**src/rtl/ppu_pkg.sv**
```systemverilog
// rtl/ppu_pkg.sv - shared types and constants for the ppu config loader
// Contents: loader state enum, ppu mode/data widths, default table depth.
package ppu_pkg;

    localparam int PPU_MODE_W = 3;
    localparam int PPU_DATA_W = 8;
    localparam int NBYTES_DEF = 10;

    typedef enum logic [2:0] {
        ST_IDLE       = 3'd0,
        ST_WAIT_FRAME = 3'd1,
        ST_SYNC       = 3'd2,
        ST_SEND       = 3'd3,
        ST_RUN        = 3'd4,
        ST_ERR        = 3'd5
    } ppu_state_t;

endpackage

```
**src/rtl/ppu_cfg_regfile.sv**
```systemverilog
// rtl/ppu_cfg_regfile.sv - NBYTES x 8 config byte table, one write port, one async read port
// Ports: clk_pix/rst_pix_n clock and async active-low reset (contents cleared),
//        we/waddr/wdata write port, raddr/rdata combinational read port.
module ppu_cfg_regfile
    import ppu_pkg::*;
#(
    parameter int NBYTES = NBYTES_DEF
) (
    input  logic                  clk_pix,
    input  logic                  rst_pix_n,
    input  logic                  we,
    input  logic [3:0]            waddr,
    input  logic [PPU_DATA_W-1:0] wdata,
    input  logic [3:0]            raddr,
    output logic [PPU_DATA_W-1:0] rdata
);

    logic [PPU_DATA_W-1:0] mem [NBYTES];

    // The caller guarantees waddr/raddr are below NBYTES.
    always_ff @(posedge clk_pix or negedge rst_pix_n) begin
        if (!rst_pix_n) begin
            for (int i = 0; i < NBYTES; i++) begin
                mem[i] <= '0;
            end
        end else if (we) begin
            mem[waddr] <= wdata;
        end
    end

    assign rdata = mem[raddr];

endmodule

```
**src/rtl/ppu_loader.sv**
```systemverilog
// rtl/ppu_loader.sv - streams a config byte table to the ppu at a frame boundary
// Ports: clk_pix/rst_pix_n clock and async active-low reset; start load request;
//        frame_start frame boundary pulse; cfg_we/cfg_addr/cfg_wdata table write;
//        cfg_mode mode applied at the next load; ppu_sync/ppu_mode/ppu_data/ppu_stb
//        ppu config stream with ppu_ack handshake; busy/running/err status.
// Optional: PPU_LOADER_TIMEOUT_EN enables the ack timeout and the ERR state.
module ppu_loader
    import ppu_pkg::*;
#(
    parameter int NBYTES = NBYTES_DEF,
    parameter int TMO_W  = 8
) (
    input  logic                  clk_pix,
    input  logic                  rst_pix_n,
    input  logic                  start,
    input  logic                  frame_start,
    input  logic                  cfg_we,
    input  logic [3:0]            cfg_addr,
    input  logic [PPU_DATA_W-1:0] cfg_wdata,
    input  logic [PPU_MODE_W-1:0] cfg_mode,
    output logic                  ppu_sync,
    output logic [PPU_MODE_W-1:0] ppu_mode,
    output logic [PPU_DATA_W-1:0] ppu_data,
    output logic                  ppu_stb,
    input  logic                  ppu_ack,
    output logic                  busy,
    output logic                  running,
    output logic                  err
);

    if (NBYTES < 2 || NBYTES > 16 || TMO_W < 2) begin : g_bad_param
        $error("ppu_loader: NBYTES must be 2..16 and TMO_W at least 2");
    end

    localparam logic [3:0] LAST_IDX = 4'(NBYTES - 1);

    ppu_state_t            state, state_nxt;
    logic [3:0]            idx, idx_nxt;
    logic [PPU_MODE_W-1:0] mode_nxt;
    logic [PPU_DATA_W-1:0] tbl_rdata;
    logic                  tbl_we;
    logic                  tmo_hit;

    // The table is frozen for the whole load so the streamed bytes are consistent.
    assign tbl_we = cfg_we && !busy && ({1'b0, cfg_addr} < 5'(NBYTES));

    ppu_cfg_regfile #(.NBYTES(NBYTES)) u_tbl (
        .clk_pix   (clk_pix),
        .rst_pix_n (rst_pix_n),
        .we        (tbl_we),
        .waddr     (cfg_addr),
        .wdata     (cfg_wdata),
        .raddr     (idx),
        .rdata     (tbl_rdata)
    );

`ifdef PPU_LOADER_TIMEOUT_EN
    localparam logic [TMO_W-1:0] TMO_LAST = TMO_W'((1 << TMO_W) - 2);
    logic [TMO_W-1:0] tmo_cnt;

    // The stall that would bring the count to all-ones is the one that trips ERR.
    assign tmo_hit = (state == ST_SEND) && !ppu_ack && (tmo_cnt == TMO_LAST);

    always_ff @(posedge clk_pix or negedge rst_pix_n) begin
        if (!rst_pix_n) begin
            tmo_cnt <= '0;
            err     <= 1'b0;
        end else begin
            if (state == ST_SEND && !ppu_ack && !tmo_hit) begin
                tmo_cnt <= tmo_cnt + 1'b1;
            end else begin
                tmo_cnt <= '0;
            end
            err <= (state_nxt == ST_ERR);
        end
    end
`else
    assign tmo_hit = 1'b0;
    assign err     = 1'b0;
`endif

    always_ff @(posedge clk_pix or negedge rst_pix_n) begin
        if (!rst_pix_n) begin
            state    <= ST_IDLE;
            idx      <= '0;
            ppu_mode <= '0;
        end else begin
            state    <= state_nxt;
            idx      <= idx_nxt;
            ppu_mode <= mode_nxt;
        end
    end

    always_comb begin
        state_nxt = state;
        idx_nxt   = idx;
        mode_nxt  = ppu_mode;
        ppu_sync  = 1'b0;
        ppu_stb   = 1'b0;
        ppu_data  = '0;
        busy      = 1'b0;
        running   = 1'b0;
        case (state)
            ST_IDLE, ST_RUN, ST_ERR: begin
                running = (state == ST_RUN);
                if (start) begin
                    state_nxt = ST_WAIT_FRAME;
                end
            end
            ST_WAIT_FRAME: begin
                busy = 1'b1;
                if (frame_start) begin
                    state_nxt = ST_SYNC;
                    mode_nxt  = cfg_mode;
                end
            end
            ST_SYNC: begin
                busy      = 1'b1;
                ppu_sync  = 1'b1;
                state_nxt = ST_SEND;
                idx_nxt   = '0;
            end
            ST_SEND: begin
                busy     = 1'b1;
                ppu_sync = 1'b1;
                ppu_stb  = 1'b1;
                ppu_data = tbl_rdata;
                if (ppu_ack) begin
                    if (idx == LAST_IDX) begin
                        state_nxt = ST_RUN;
                        idx_nxt   = '0;
                    end else begin
                        idx_nxt = idx + 4'd1;
                    end
                end else if (tmo_hit) begin
                    state_nxt = ST_ERR;
                    idx_nxt   = '0;
                end
            end
            default: begin
                state_nxt = ST_IDLE;
                idx_nxt   = '0;
            end
        endcase
    end

endmodule

```
**config.mk**
```make
export PLATFORM = sky130hd
export DESIGN_NAME = ppu_loader
export DESIGN_NICKNAME = d
export VERILOG_FILES = /design/src/rtl/ppu_pkg.sv /design/src/rtl/ppu_cfg_regfile.sv /design/src/rtl/ppu_loader.sv
export SDC_FILE = /design/constraint.sdc
export NUM_CORES = 1
export LEC_CHECK = 0
export CAP_MARGIN = 20
export CORE_ASPECT_RATIO = 1.5
export CORE_UTILIZATION = 50
export CTS_BUF_LIST = sky130_fd_sc_hd__clkbuf_16
export CTS_CLUSTER_DIAMETER = 200
export DETAILED_ROUTE_END_ITERATION = 7
export PLACE_DENSITY = 0.71
export SLEW_MARGIN = 20
export SYNTH_ARGS = -nofsm -noshare
export SYNTH_HDL_FRONTEND = slang
export SYNTH_HIERARCHICAL = 1
export SYNTH_SLANG_ARGS = --single-unit
```
**constraint.sdc**
```tcl
create_clock -name clk_pix -period 2.55 [get_ports clk_pix]
set_input_delay 0.3825 -clock clk_pix [delete_from_list [all_inputs] [get_ports clk_pix]]
set_output_delay 0.3825 -clock clk_pix [all_outputs]
set_load 0.03 [all_outputs]
```
==> results.yml, run 1 <==
run_status:
  status: "complete, no violations"
die:
  die_area_mm2: 0.00917
  die_h_um: 117
  initial_utilization_pct: 51.9
  die_x_um: 78.5
  design.core.area_mm2: 0.00846
  io_pins: 37
  rows: 41
cells_and_area:
  nFillCells: 652
  diodes: 0
  fin_nets: 396
  area_growth_pct: 19.6
  seq_area_mm2: 0.00225
  final_layout_size_suffix_gt1_share_pct: 43.4
  multi_input_area_mm2: 0.00200
sta:
  fmax_mhz: 400
  tightest_slew_ns: 0.647
  setup_tns_ns: 0
  fin_crit_sh_pct: 97.9
  setup_viol: 0
  clock_skew_ns: 0.00572
  slew_headroom_pct: 56.8
  hold_viol: 0
  hold_ws_ns: 0.0691
  finalMaxSlewViolations: 0
  period_needed_ns: 2.50
flow_run:
  max_cap_viol_count: 0
route:
  vias_per_cell: 5.83
  wl_um: 9780
  via_count: 2826
  antenna_left: 0
  initialDrtViolationCount: 185
  first_pass_iters: 4
  wire_per_inst_um: 20.2
  route.detailed.drc: 0
power_and_ir_drop:
  pwr-share-seq_pct: 40.1
  sw_frac_of_total_pct: 32.4
  p_leak_nw: 2.40
  pwr-share-clk_pct: 22.2
  peakVddDrop_uv: 489
  switchingPower_w: 0.00186
  pwr-share-comb_pct: 37.8
  internal-power_w: 0.00389
  powerDensity_mw_per_mm2: 1090
clocking:
  cts_tree: "yes"
  path_clk_slew_ns: 0.06
  numCtsBuffers: 9
  insertion_delay_ns: 0.34
  htreeDepth: 3
  clock_sinks: 90
  cts_root_buf: "clkbuf_16"
  post_cts_buffers: 0
  clk_path_buf_depth: 2
grt:
  grt_pass1_wl_um: 15500
  grt_max_degree: 50
  overflow: 0
  grt_usage_pct: 23.0
  grt_pass1_vias: 2905
  antenna_found_initial: 0
synthesis:
  avgSynthCellArea_um2: 13.7
  yosysSeqAreaShare_pct: 51.3
  post-synth-top-count-cell: "dfrtp_1"
  synth_area_mm2: 0.00439
  synth_cell_types: 43
  synth_compound_area_share_pct: 6.24
  netlist.area_leader.share_pct: 51.3
  yosysTopAreaCell: "dfrtp_1"
  synth_edf_count: 0
  synth_xor_area_share_pct: 0
  synth.net_count: 344
  syn_inst: 321
  synthSimpleGateAreaFrac_pct: 8.83
  synth_top_family_by_area: "multiplexers"
  synth_adder_area_share_pct: 0.570
  yosys_register_bits: 90
  yosys_most_used_dff: "dfrtp_1"
  synth_common_cells: "dfrtp_1 (90), mux2_2 (88)"
  yosysWarnings: 6
  muxShareOfSynthArea_pct: 29.5
  ys_async_sr_fraction_pct: 100
  synthTopCellsByArea: "dfrtp_1 (51%), mux2_2 (23%), mux4_2 (4.1%)"
setup_path:
  critPathKind: "flip-flop to output pin"
  crit_fanout: 14
  endpoint_kind: "output pin"
  r2r-end: "u_tbl/mem[77]"
  critPathSlowestCell: "mux4_2"
  start_kind: "flip-flop"
  worstPathArrival_ns: 2.12
  r2r_cells: 6
  crit_required_ns: 2.17
  reg2reg_from: "state[1]"
  r2r_slack_ns: 0.37
  crit_chain: "buf_12 -> mux4_2 -> o22ai_2 -> o32ai_2 -> and2_1 -> clkdlybuf4s15_2"
  max_stage_delay_ns: 0.53
place:
  place.gp.congestion: 0.751
  hpwl_um: 6840
  port-buffer-count: 35
worst_hold_path:
  min_path_type: "primary input to async pin"
-- metrics by stage --
stage | utilization, % | area (um2) | std cells | setup slack (ns) | total power, W
after global placement | 58.8 | 4980 | 469 | 0.0801 | 0.00440
after floorplan | - | 4390 | 321 | 0.400 | 0.00378
after detailed placement | 58.8 | 4980 | 469 | 0.0519 | 0.00450
after global routing | 62.1 | 5250 | 485 | -0.00176 | 0.00607
final | 62.1 | 5250 | 485 | 0.0524 | 0.00575
after CTS | 62.3 | 5270 | 485 | -0.000116 | 0.00579
-- cell type report --
| cell class | count | share of cell area, % |
|---|---|---|
| inverters | 4 | 0.286 |
| clock buffers | 9 | 4.29 |
| clock inverters | 7 | 1.19 |
| multi-input cells | 204 | 38.1 |
| flip-flops and latches | 90 | 42.9 |
| well taps | 107 | 2.55 |
| repair buffers | 64 | 10.7 |
-- cells in the final DEF, fill, tap and decap left out, types with 2 or more instances in the layout --
master	netlist	layout
nand2_1	7	7
nor2_1	5	5
clkinv_4	0	2
clkdlybuf4s50_1	0	26
nand3b_1	2	2
dfrtp_1	90	89
and2_1	9	9
mux2_4	3	3
buf_2	2	4
clkinv_1	0	2
nand2b_1	4	4
o32ai_1	8	7
mux2i_1	8	8
mux4_2	8	8
buf_12	0	2
inv_1	3	5
ha_1	2	2
mux2_2	88	88
clkbuf_2	0	2
clkdlybuf4s15_2	0	2
nor3b_1	3	3
nand3_1	4	4
nor2b_1	8	8
o21ai_0	9	9
nor2_2	2	2
buf_4	5	28
clkbuf_16	0	9
o22ai_1	9	8
a211oi_1	8	8
-- power groups by stage --
stage	Sequential [W]	Combinational [W]	Clock (W)
after floorplan	0.00225	0.00153	0
after global placement	0.00228	0.00213	0
after detailed placement	0.00232	0.00218	0
after CTS	0.00230	0.00218	0.00131
after global routing	0.00237	0.00233	0.00137
final	0.00230	0.00217	0.00128
-- worst max path at each step --
stage / startpoint / to / slack [ns] / cells after the start
global route: idx[0] / ppu_data[7] / -0.002 / 6
global placement: cfg_addr[2] / u_tbl/mem[70] / 0.08 / 7
finish: idx[0] / ppu_data[7] / 0.05 / 6
floorplan: state[1] / u_tbl/mem[24] / 0.40 / 7
CTS: idx[0] / ppu_data[3] / -0.0001 / 6
detailed placement: cfg_addr[2] / u_tbl/mem[69] / 0.05 / 7
-- state kept, by name (all words and copies together), names as in the netlist --
register / cells
u_tbl/mem: 80
idx: 4
state: 3
ppu_mode: 3
-- critical path: cells and delay by family (launching register included) --
kind | cells | cell delay, ns
simple gates | 1 | 0.16
mux | 1 | 0.53
flops | 1 | 0.38
compound gates | 2 | 0.28
buf+inv | 2 | 0.43
-- routing by layer --
layer	wire length, um	track usage [%]	share of wire [%]
met5	0	0	0
met4	207	8.40	2.1
met3	330	4.42	3.4
met2	5150	39.9	53
met1	4100	28.4	42
-- repair_timing --
| item | CTS | global route |
|---|---|---|
| hold buffers | 0 | 0 |
| pin swaps | 0 | 0 |
| endpoints found under the setup margin | 8 | 7 |
| endpoints found under the hold margin | 0 | 0 |
| resized for setup | 21 | 13 |
-- kinds of logic after synthesis --
family / after synthesis
other: 1
adder cells (fa/ha/maj): 2
AND/OR/NAND/NOR: 55
multiplexers: 107
AO/OA/AOI/OAI: 39
flip-flops: 90
buffers and inverters: 27
Power figures use the tool's default switching activity.
==> inputs of run 2 (changes only) <==
--- a/config.mk
+++ b/config.mk
@@ -6,12 +6,14 @@
 export NUM_CORES = 1
 export LEC_CHECK = 0
 export CAP_MARGIN = 20
+export CELL_PAD_IN_SITES_DETAIL_PLACEMENT = 1
+export CELL_PAD_IN_SITES_GLOBAL_PLACEMENT = 1
 export CORE_ASPECT_RATIO = 1.5
-export CORE_UTILIZATION = 50
+export CORE_UTILIZATION = 48
 export CTS_BUF_LIST = sky130_fd_sc_hd__clkbuf_16
 export CTS_CLUSTER_DIAMETER = 200
 export DETAILED_ROUTE_END_ITERATION = 7
-export PLACE_DENSITY = 0.71
+export PLACE_DENSITY = 0.81
 export SLEW_MARGIN = 20
 export SYNTH_ARGS = -nofsm -noshare
 export SYNTH_HDL_FRONTEND = slang
==> results.yml, run 2 (synthesis results as in run 1) <==
die:
  die_h_um: 119
  die_x_um: 80.1
  initial_utilization_pct: 49.7
  die_area_mm2: 0.00954
  design.core.area_mm2: 0.00883
  io_pins: 37
  rows: 42
clocking:
  path_clk_slew_ns: 0.06
  cts_root_buf: "clkbuf_16"
  postCtsHoldBufs: 0
  cts_tree: "yes"
  clk_path_buf_depth: 2
  insertion_delay_ns: 0.33
  clock_sinks: 90
  htreeDepth: 3
  numCtsBuffers: 9
worst_hold_path:
  min_path_type: "primary input to async pin"
grt:
  grt_max_degree: 53
  antenna_found_initial: 0
  grt_usage_pct: 25.3
  overflow: 0
  grt_pass1_wl_um: 17400
  grt_pass1_vias: 3151
run_status:
  status: "complete, no violations"
sta:
  hold_viol: 0
  slew_headroom_pct: 64.4
  rsz0062_at_grt: "true"
  clock_skew_ns: 0.00754
  fin_crit_sh_pct: 97.7
  period_needed_ns: 2.49
  tightest_slew_ns: 0.534
  fmax_mhz: 401
  setup_tns_ns: 0
  setup_viol: 0
  finalMaxSlewViolations: 0
route:
  wl_um: 10900
  first_pass_iters: 4
  antenna_left: 0
  via_count: 2857
  vias_per_cell: 5.87
  route.detailed.drc: 0
  wire_per_inst_um: 22.5
  initialDrtViolationCount: 150
place:
  hpwl_um: 7320
  placed_cell_area_mm2: 0.00499
  port-buffer-count: 35
  place.gp.congestion: 0.731
cells_and_area:
  fin_nets: 396
  diodes: 0
  top_register: "u_tbl/mem"
  final_cell_mix: "dfrtp_1 (89), mux2_2 (88), clkdlybuf4s50_1 (26), buf_4 (26)"
  fin_area_mm2: 0.00531
  reg_top3: "u_tbl/mem x80, idx x4"
  largest_register_ffs: 80
  final_layout_size_suffix_gt1_share_pct: 44.3
  area_growth_pct: 20.8
  mostFrequentLayoutCell: "dfrtp_1"
flow_run:
  max_cap_viol_count: 0
setup_path:
  critPathSlowestCell: "mux4_2"
  endpoint_kind: "output pin"
  critPathKind: "flip-flop to output pin"
  r2r-end: "u_tbl/mem[43]"
  start_kind: "flip-flop"
  crit_fanout: 13
  crit_buf_inv: 2
  crit_required_ns: 2.17
  cpLargestDelayFamily: "multiplexers"
  crit_chain: "buf_12 -> mux4_2 -> o22ai_4 -> o32ai_2 -> and2_1 -> buf_2"
  max_stage_delay_ns: 0.54
  r2r_cells: 6
  r2r_slack_ns: 0.21
  worstPathArrival_ns: 2.11
  reg2reg_from: "state[1]"
power_and_ir_drop:
  powerDensity_mw_per_mm2: 1110
  p_leak_nw: 2.42
  peakVddDrop_uv: 665
## run 2: layout make-up
class	count	area (um2)
Sequential cell	90	2250
Clock buffer	9	225
Tap cell	110	138
Multi-Input combinational cell	204	2030
Fill cell	847	3520
Timing Repair Buffer	64	591
Clock inverter	6	50.0
Inverter	4	15.0
## run 2: metal layers
| layer | part of all wire (%) | wire (um) | vias up | track usage (%) |
|---|---|---|---|---|
| met4 | 2.3 | 249 | 0 | 9.15 |
| li1 | - | - | 1287 | - |
| met5 | 0 | 0 | - | 0 |
| met2 | 54 | 5900 | 63 | 44.0 |
| met1 | 41 | 4440 | 1489 | 30.6 |
| met3 | 3.3 | 362 | 18 | 4.98 |
## run 2: where the power goes
| group | leakage (nW) | internal (W) | switching, W |
|---|---|---|---|
| registers | 1.20 | 0.00197 | 0.000348 |
| logic | 1.08 | 0.00123 | 0.00110 |
| clock network | 0.139 | 0.000738 | 0.000505 |
## run 2: timing repair
item / CTS / global route
setup buffers: 0 / 2
hold endpoints to repair: 0 / 0
setup endpoints to repair: 7 / 6
gates resized for setup: 36 / 9
## run 2: how the worst max path moves through the flow
stage	start	to	slack [ns]	depth (start not counted)
5_1_grt	idx[0]	ppu_data[7]	-0.03	6
2_1_floorplan	state[1]	u_tbl/mem[24]	0.40	7
3_5_place_dp	cfg_addr[2]	u_tbl/mem[43]	-0.17	7
4_1_cts	idx[0]	ppu_data[3]	0.01	6
6_report	idx[0]	ppu_data[7]	0.06	6
3_3_place_gp	cfg_addr[2]	u_tbl/mem[44]	-0.04	7
## run 2: worst register-to-register path: stages (launching register included)
cell and delay, ns:
dfrtp_1 0.47, nor2_1 0.17, nor2_1 0.08, nor2_1 0.30
nor3b_1 0.41, nand2b_1 0.39, mux2_2 0.41
## run 2: through the flow
stage	total power [W]	hold WS, ns	setup WS [ns]	instances	util, %
3_5_place_dp	0.00454	0.397	-0.170	470	56.5
6_report	0.00589	0.0198	0.0590	487	60.1
3_3_place_gp	0.00440	0.390	-0.0430	470	56.5
4_1_cts	0.00588	0.0362	0.0135	485	59.9
2_1_floorplan	0.00378	0.0869	0.400	321	-
5_1_grt	0.00622	0.0490	-0.0282	487	60.1
==> inputs of run 3 (changes only) <==
--- a/config.mk
+++ b/config.mk
@@ -9,11 +9,11 @@
 export CELL_PAD_IN_SITES_DETAIL_PLACEMENT = 1
 export CELL_PAD_IN_SITES_GLOBAL_PLACEMENT = 1
 export CORE_ASPECT_RATIO = 1.5
-export CORE_UTILIZATION = 48
-export CTS_BUF_LIST = sky130_fd_sc_hd__clkbuf_16
+export CORE_UTILIZATION = 50
+export CTS_BUF_LIST = sky130_fd_sc_hd__clkbuf_4
 export CTS_CLUSTER_DIAMETER = 200
 export DETAILED_ROUTE_END_ITERATION = 7
-export PLACE_DENSITY = 0.81
+export PLACE_DENSITY = 0.83
 export SLEW_MARGIN = 20
 export SYNTH_ARGS = -nofsm -noshare
 export SYNTH_HDL_FRONTEND = slang
==> constraint.sdc (replaced) <==
create_clock -name clk_pix -period 3.22 [get_ports clk_pix]
set_input_delay 0.483 -clock clk_pix [delete_from_list [all_inputs] [get_ports clk_pix]]
set_output_delay 0.483 -clock clk_pix [all_outputs]
set_load 0.03 [all_outputs]
==> results.yml, run 3 (synthesis results as in run 1) <==
setup_path:
  endpoint_kind: "output pin"
  crit_required_ns: 2.74
  critPathKind: "flip-flop to output pin"
  crit_chain: "buf_12 -> mux4_2 -> o22ai_1 -> o32ai_1 -> and2_1 -> clkdlybuf4s50_1"
  cpLargestDelayFamily: "buffers and inverters"
  max_stage_delay_ns: 0.59
  crit_fanout: 18
  start_kind: "flip-flop"
  worstPathArrival_ns: 2.61
  crit_buf_inv: 2
  critPathSlowestCell: "clkdlybuf4s50_1"
route:
  wl_um: 10700
  initialDrtViolationCount: 108
  m1WireLength_um: 4350
  via_count: 2829
  route.detailed.drc: 0
  met2_wirelength_um: 5880
  wl_met3_um: 255
  antenna_left: 0
  wire_per_inst_um: 22.5
  first_pass_iters: 4
  top_layer: "met4"
  vias_per_cell: 5.93
power_and_ir_drop:
  p_leak_nw: 2.31
  peakVddDrop_uv: 401
  powerDensity_mw_per_mm2: 823
die:
  initial_utilization_pct: 51.9
  die_x_um: 78.5
  die_h_um: 117
  die_area_mm2: 0.00917
  io_pins: 37
  rows: 41
  design.core.area_mm2: 0.00846
sta:
  rsz0062_at_grt: "false"
  fmax_mhz: 324
  clock_skew_ns: 0.0169
  finalMaxSlewViolations: 0
  tightest_slew_ns: 0.941
  fin_crit_sh_pct: 95.9
  setup_viol: 0
  hold_ws_ns: 0.146
  slew_headroom_pct: 37.3
  setup_tns_ns: 0
  hold_viol: 0
  period_needed_ns: 3.09
grt:
  grt_max_degree: 72
  grt_usage_pct: 26.1
  grt_pass1_vias: 3129
  grt_pass1_wl_um: 17400
  antenna_found_initial: 0
  overflow: 0
run_status:
  status: "complete, no violations"
cells_and_area:
  top_register: "u_tbl/mem"
  final_cell_mix: "dfrtp_1 (88), mux2_2 (88), clkdlybuf4s50_1 (30)"
  area_growth_pct: 15.0
  final_core_util_pct: 59.6
  nFillCells: 834
  largest_register_ffs: 80
  fin_nets: 389
  diodes: 0
  final_layout_size_suffix_gt1_share_pct: 40.5
  reg_top3: "u_tbl/mem x80, idx x4"
clocking:
  insertion_delay_ns: 0.44
  cts_root_buf: "clkbuf_4"
  clk_path_buf_depth: 2
  cts_tree: "yes"
  clock_sinks: 90
  htreeDepth: 3
  numCtsBuffers: 9
  path_clk_slew_ns: 0.14
  post_cts_buffers: 0
worst_hold_path:
  min_path_type: "primary input to async pin"
place:
  port-buffer-count: 35
  hpwl_um: 7650
  place.gp.congestion: 0.780
flow_run:
  max_cap_viol_count: 0
## run 3: changes by cell type in the layout (fill, tap and decap cells not counted), sizes merged
cell / before / now
buf: 38 / 23
clkdlybuf4s50: 26 / 30
clkinv: 4 / 3
clkinvlp: 0 / 1
dlygate4sd2: 0 / 2
dlymetal6s2s: 0 / 2
## run 3: report_power, final
part | leakage, nW | switching, W | total [W] | internal, W
Sequential | 1.20 | 0.000284 | 0.00184 | 0.00155
Combinational | 1.05 | 0.000805 | 0.00172 | 0.000911
Clock | 0.0649 | 0.000374 | 0.000602 | 0.000228
## run 3: worst paths after layout
check / start / end / slack, ns / cells past startpoint
max: idx[0] / ppu_data[5] / 0.13 / 6
min: rst_pix_n / state[0] / 0.15 / 1
max reg2reg: state[1] / u_tbl/mem[47] / 0.85 / 6
min reg2reg: u_tbl/mem[72] / u_tbl/mem[72] / 0.52 / 1
max in group asynchronous: rst_pix_n / u_tbl/mem[55] / 2.26 / 2
min in group clk_pix: u_tbl/mem[72] / u_tbl/mem[72] / 0.52 / 1
## run 3: stage by stage
step	setup WS (ns)	std cells	cell area, um2	power (W)
after global routing	0.0132	477	5050	0.00440
after detailed placement	0.366	462	4910	0.00358
after CTS	0.0173	477	5040	0.00419
final	0.131	477	5050	0.00416
after floorplan	1.04	321	4390	0.00299
after global placement	0.476	462	4910	0.00346
## run 3: routing by layer
metal | track usage (%) | vias to the layer above
met5 | 0 | -
met4 | 10.4 | 0
met3 | 3.72 | 19
met2 | 46.5 | 56
met1 | 31.9 | 1486
li1 | - | 1268
## run 3: cell type report
cell class                 instances  area [um2]  share of cell area [%]
sequential                        90        2250                    44.7
multi-input combinational        204        1990                    39.5
timing repair buffer              57         528                    10.5
tap                              107         134                    2.65
clock buffer                       9        67.6                    1.34
clock inverter                     6        57.6                    1.14
inverter                           4        15.0                   0.297
## run 3: what timing repair did
| item | 4_1_cts | 5_1_grt |
|---|---|---|
| endpoints found under the setup margin | 4 | 3 |
| gates resized for setup | 4 | 3 |
| hold buffers | 0 | 0 |
